## config.mk

```make
export PLATFORM = sky130hd
export DESIGN_NAME = pc_unit
export DESIGN_NICKNAME = d
export VERILOG_FILES = /design/src/rtl/pc_pkg.sv /design/src/rtl/pc_ras.sv /design/src/rtl/pc_unit.sv
export SDC_FILE = /design/constraint.sdc
export NUM_CORES = 1
export LEC_CHECK = 0
export CORE_MARGIN = 1
export CORE_UTILIZATION = 45
export CTS_CLUSTER_DIAMETER = 200
export DETAILED_ROUTE_END_ITERATION = 10
export PLACE_DENSITY = 0.81
export SETUP_SLACK_MARGIN = 0.2
export SYNTH_ARGS = -nofsm -noshare
export SYNTH_HDL_FRONTEND = slang
export SYNTH_HIERARCHICAL = 1
export SYNTH_SLANG_ARGS = --single-unit
```

## constraint.sdc

```tcl
create_clock -name clk -period 4 [get_ports clk]
set_clock_uncertainty 0.15 [all_clocks]
set_input_delay 0.8 -clock clk [delete_from_list [all_inputs] [get_ports clk]]
set_output_delay 0.8 -clock clk [all_outputs]
set_load 0.03 [all_outputs]
```

## src/rtl/pc_pkg.sv

```systemverilog
// pc_pkg: shared next-PC source encoding, default vectors and alignment for pc_unit.
package pc_pkg;

    typedef enum logic [2:0] {PC_SEQ, PC_BRANCH, PC_JUMP, PC_JR, PC_EXC} pc_src_e;

    localparam logic [31:0] PC_RESET_VECTOR = 32'h0000_0000;
    localparam logic [31:0] PC_EXC_VECTOR   = 32'h8000_0180;
    localparam int          INSTR_ALIGN     = 2;

endpackage

```

## src/rtl/pc_ras.sv

```systemverilog
// pc_ras: circular return-address stack with saturating count and registered mispredict flag.
module pc_ras #(
    parameter int WIDTH = 32,
    parameter int DEPTH = 4
) (
    input  logic             clk,
    input  logic             rst,
    input  logic             push,
    input  logic             pop,
    input  logic [WIDTH-1:0] push_data,
    input  logic [WIDTH-1:0] ret_target,
    output logic [WIDTH-1:0] top,
    output logic             valid,
    output logic             mispredict
);

    localparam int PW = $clog2(DEPTH);

    logic [WIDTH-1:0] mem [DEPTH];
    logic [PW-1:0]    ptr;
    logic [PW-1:0]    ptr_inc;
    logic [PW:0]      count;

    assign ptr_inc = ptr + 1'b1;
    assign valid   = count != '0;
    assign top     = valid ? mem[ptr] : '0;

    // ptr always indexes the top entry; pushing past full wraps onto the oldest
    always_ff @(posedge clk or posedge rst)
        if (rst) begin
            ptr        <= '0;
            count      <= '0;
            mispredict <= 1'b0;
        end else begin
            mispredict <= pop && (!valid || ret_target != top);
            if (push && pop)
                count <= valid ? count : (PW+1)'(1);
            else if (push) begin
                ptr   <= ptr_inc;
                count <= count == (PW+1)'(DEPTH) ? count : count + 1'b1;
            end else if (pop && valid) begin
                ptr   <= ptr - 1'b1;
                count <= count - 1'b1;
            end
        end

    always_ff @(posedge clk)
        if (push && pop)
            mem[ptr] <= push_data;
        else if (push)
            mem[ptr_inc] <= push_data;

endmodule

```

## src/rtl/pc_unit.sv

```systemverilog
// pc_unit: fetch PC register with internal next-PC selection, EPC capture and jr misalign trap.
// Define PC_RAS_EN to build the return-address stack (call/ret tracking and ras_mispredict).
module pc_unit
    import pc_pkg::*;
#(
    parameter int               WIDTH        = 32,
    parameter logic [WIDTH-1:0] RESET_VECTOR = WIDTH'(PC_RESET_VECTOR),
    parameter logic [WIDTH-1:0] EXC_VECTOR   = WIDTH'(PC_EXC_VECTOR),
    parameter int               RAS_DEPTH    = 4
) (
    input  logic             clk,
    input  logic             rst,
    input  logic             stall,
    input  logic             branch_taken,
    input  logic [15:0]      branch_imm,
    input  logic             jump,
    input  logic [25:0]      jump_idx,
    input  logic             jr,
    input  logic [WIDTH-1:0] jr_target,
    input  logic             exc,
    input  logic             call,
    input  logic             ret,
    output logic [WIDTH-1:0] pc,
    output logic [WIDTH-1:0] pc_plus4,
    output logic [WIDTH-1:0] epc,
    output logic             trap_misalign,
    output logic [WIDTH-1:0] ras_top,
    output logic             ras_valid,
    output logic             ras_mispredict
);

    pc_src_e          src;
    logic             misalign;
    logic [WIDTH-1:0] br_target;
    logic [WIDTH-1:0] jmp_target;
    logic [WIDTH-1:0] pc_next;

    assign pc_plus4   = pc + WIDTH'(4);
    assign br_target  = pc_plus4 + {{(WIDTH-18){branch_imm[15]}}, branch_imm, 2'b00};
    // masking keeps the region bits correct even at the minimum WIDTH of 28
    assign jmp_target = (pc_plus4 & ~WIDTH'(28'hFFF_FFFF)) | WIDTH'({jump_idx, 2'b00});
    assign misalign   = jr && jr_target[INSTR_ALIGN-1:0] != '0;

    always_comb begin
        src     = exc || misalign ? PC_EXC : jr ? PC_JR : jump ? PC_JUMP : branch_taken ? PC_BRANCH : PC_SEQ;
        pc_next = src == PC_EXC ? EXC_VECTOR : src == PC_JR ? jr_target : src == PC_JUMP ? jmp_target :
                  src == PC_BRANCH ? br_target : pc_plus4;
    end

    always_ff @(posedge clk or posedge rst)
        if (rst) begin
            pc            <= RESET_VECTOR;
            epc           <= '0;
            trap_misalign <= 1'b0;
        end else begin
            trap_misalign <= src == PC_EXC && !exc && !stall;
            if (exc || !stall) begin
                pc <= pc_next;
                if (src == PC_EXC)
                    epc <= pc;
            end
        end

`ifdef PC_RAS_EN
    logic ras_upd;

    assign ras_upd = !stall && (src == PC_JUMP || src == PC_JR);

    pc_ras #(.WIDTH(WIDTH), .DEPTH(RAS_DEPTH)) u_ras (
        .clk        (clk),
        .rst        (rst),
        .push       (ras_upd && call),
        .pop        (ras_upd && ret),
        .push_data  (pc_plus4),
        .ret_target (jr_target),
        .top        (ras_top),
        .valid      (ras_valid),
        .mispredict (ras_mispredict)
    );
`else
    logic unused_ras;

    assign unused_ras     = ^{call, ret, RAS_DEPTH[0]};
    assign ras_top        = '0;
    assign ras_valid      = 1'b0;
    assign ras_mispredict = 1'b0;
`endif

endmodule

```

==> summary.txt <==
Outcome
  • Status: finished, final reports clean

Detailed routing
  • Post-DRT Antenna Nets: 0
  • Via Count: 5737
  • Router iterations before antenna repair: 5
  • WL per Instance: 18.93 um
  • Routed wire length: 19.27 mm
  • Vias per Instance: 5.636
  • Detailed Route Iter0 Violations: 380
  • Drt drc: 0

Final layout
  • Leading cell type in the layout, fill and taps excluded: clkdlybuf4s50_1
  • Nets: 986
  • Final core occ: 71.04%
  • Cell area after layout: 8533 um2
  • Ant diodes: 0
  • Area Overhead vs Synth: 54.37%
  • Fill count: 902
  • Leading cell types in the layout, fill and taps excluded: clkdlybuf4s50_1, buf_4, dfrtp_1
  • Multi-input gate area: 3996 um2
  • Sequential standard cell area: 1642 um2
  • Ratio of cells with drive above 1 in the final layout: 23.31%

Clock network
  • CTS Sinks: 65
  • Clock slew at reported path FFs: 60 ps
  • CTS tree: built
  • Largest buffer count on any clock path: 2
  • H-tree depth: 3
  • Total CTS buffers: 9
  • Clock root buffer master: clkbuf_16
  • Post-CTS Hold Fix Bufs: 0
  • Clock latency on the worst-skew pair: 350 ps

Yosys
  • Main synth FF type: dfrtp_1
  • Ys async rst share: 100.0%
  • Synth cell types: 70
  • Syn Inst Count: 626
  • Avg Inst Size Synth: 8.830 um2
  • YS warnings: 6
  • Number of synthesized flops with an enable pin: 0
  • Seq cells post-synth: 65
  • Synthesized area: 5528 um2
  • Sequential fraction of the synthesis area: 29.43%

Placed design
  • Detailed placer's ending HPWL: 14.44 mm
  • Post-DP Area: 7984 um2
  • Post-Place Worst Slack: -3.878 ps
  • IO Port Bufs: 177
  • Gpl congestion: 0.9697

STA
  • Worst Setup Slack, final: 202.9 ps
  • Fin. Hold Viols: 0
  • RSZ-0062 raised after global routing: yes
  • Max-slew violations: 0
  • Worst-Margin Slew: 968.4 ps
  • Endpoints failing setup: 0
  • Final worst-path cycle share: 94.93%
  • Fin Setup TNS: 0 ps
  • Max_slew headroom: 35.20%
  • Min Tclk post-route: 3797 ps
  • FMAX: 0.2634 GHz

Setup path
  • Reg2reg start: pc[2]
  • Worst setup path start: pc[2]
  • Critical Path End: pc_plus4[30]
  • CP max FO: 4
  • R2R cell count: 17
  • Data required, critical path: 3050 ps
  • Worst Path Class, Setup: reg2out
  • CP endpoint kind: primary output
  • Data arrival, critical path: 2850 ps
  • Worst reg2reg setup slack: 300 ps
  • R2r endpoint: pc[30]
  • Startpoint class of the critical path: flop

Die
  • I/O pin total: 214
  • Core footprint: 12010 um2
  • Chip width: 112.8 um
  • Starting Density: 46.02%
  • # rows: 40
  • Die Y: 112.8 um
  • Die ar.: 12730 um2

GRT
  • Initial antenna violation count: 0
  • Vias in the first global route: 5800
  • Total grt overflow: 0
  • Total Routing Usage GR: 30.29%
  • Largest net degree at the start of global routing: 30
  • First-pass GRT wire length: 29.97 mm

Power and ir drop
  • Tot Pwr: 2.117 mW
  • Peak supply drop: 0.2178 mV
  • Leak: 3.808 nW
  • Pwr Density: 248.0 nW/um2

Flow run
  • Max-cap violations: 0

Hold path
  • Worst Hold Class: reg2reg
## sequential cells by signal (all words and copies together), names as in the netlist
name,flops
trap_misalign,1
pc,32
epc,32
## critical path: stages (launching register included)
cell and delay, ps:
dfrtp_2 390, ha_4 150, and2_4 160, nand4_1 130, buf_6 180, or3_4 390, buf_4 160, nand2b_1 150
xnor2_1 340, clkdlybuf4s15_1 430
## metrics by stage
step,instances,hold WS (ps)
2_1_floorplan,659,463.8
3_3_place_gp,991,340.3
3_5_place_dp,991,344.4
4_1_cts,1008,357.3
5_1_grt,1018,373.3
6_report,1018,354.2
## cell families after synthesis
| kind of cell | after synthesis | share of synthesized area, % |
|---|---|---|
| adders and majority gates | 37 | 8.511 |
| xor gates and xnor gates | 49 | 8.036 |
| muxes | 35 | 7.062 |
| other | 1 | 0.06784 |
| DFF | 65 | 29.43 |
| AOI/OAI and AO/OA | 183 | 23.22 |
| buffers and inverters | 74 | 7.492 |
| and+or+nand+nor | 182 | 16.18 |
## synth_stat cells (4+ instances only)
cell type | n | area (um2)
xor2_1 | 21 | 183.9
and2_1 | 9 | 56.30
a221oi_1 | 4 | 35.03
o22ai_1 | 6 | 37.54
dfrtp_1 | 65 | 1627
buf_4 | 36 | 270.3
and3_1 | 11 | 68.82
a21oi_1 | 40 | 200.2
a211oi_1 | 14 | 105.1
nand3_1 | 16 | 80.08
xnor2_1 | 26 | 227.7
ha_1 | 36 | 450.4
nor2b_1 | 7 | 43.79
mux2_2 | 32 | 360.4
o221ai_1 | 17 | 148.9
nor2_1 | 54 | 202.7
o31ai_1 | 4 | 30.03
a21o_1 | 8 | 60.06
nor3_1 | 9 | 45.04
nand2_1 | 49 | 183.9
o21a_1 | 11 | 82.58
a31oi_1 | 6 | 37.54
a211o_1 | 4 | 35.03
o21bai_1 | 4 | 30.03
o31a_1 | 4 | 35.03
inv_1 | 14 | 52.55
clkbuf_1 | 22 | 82.58
o21ai_0 | 35 | 175.2
nand2b_1 | 7 | 43.79
## layout make-up
cell class | instances | area share [%]
clock inverters | 5 | 0.3519
repair buffers | 255 | 27.80
well taps | 147 | 2.155
inverters | 15 | 0.6598
multi-input cells | 520 | 46.83
clock buffers | 11 | 2.962
flip-flops and latches | 65 | 19.24
## how the worst min path moves through the flow
stage | slack (ps) | endpoint | cells after the start | from
after CTS | 360 | epc[5] | 1 | epc[5]
final | 350 | epc[5] | 1 | epc[5]
after detailed placement | 340 | epc[5] | 1 | epc[5]
after floorplan | 460 | pc[3] | 2 | pc[3]
after global routing | 370 | epc[13] | 1 | epc[13]
after global placement | 340 | epc[3] | 1 | epc[3]
## power breakdown
group          switching, mW  internal [mW]
Sequential            0.0213          0.680
Clock                  0.317          0.450
Combinational          0.363          0.286
Total                  0.701           1.42
## routing by layer
layer,GRT usage (%),share of wire [%]
met1,37.73,40
met2,52.47,50
met3,6.267,7.9
met4,9.600,1.7
met5,0,0
## timing repair
| item | in CTS | in global routing |
|---|---|---|
| endpoints found under the setup margin | 15 | 14 |
| pin swaps | 3 | 15 |
| gates resized for setup | 20 | 35 |
| buffers inserted | 1 | 10 |
| hold endpoints to repair | 0 | 0 |
(Power assumes the default switching activity.)
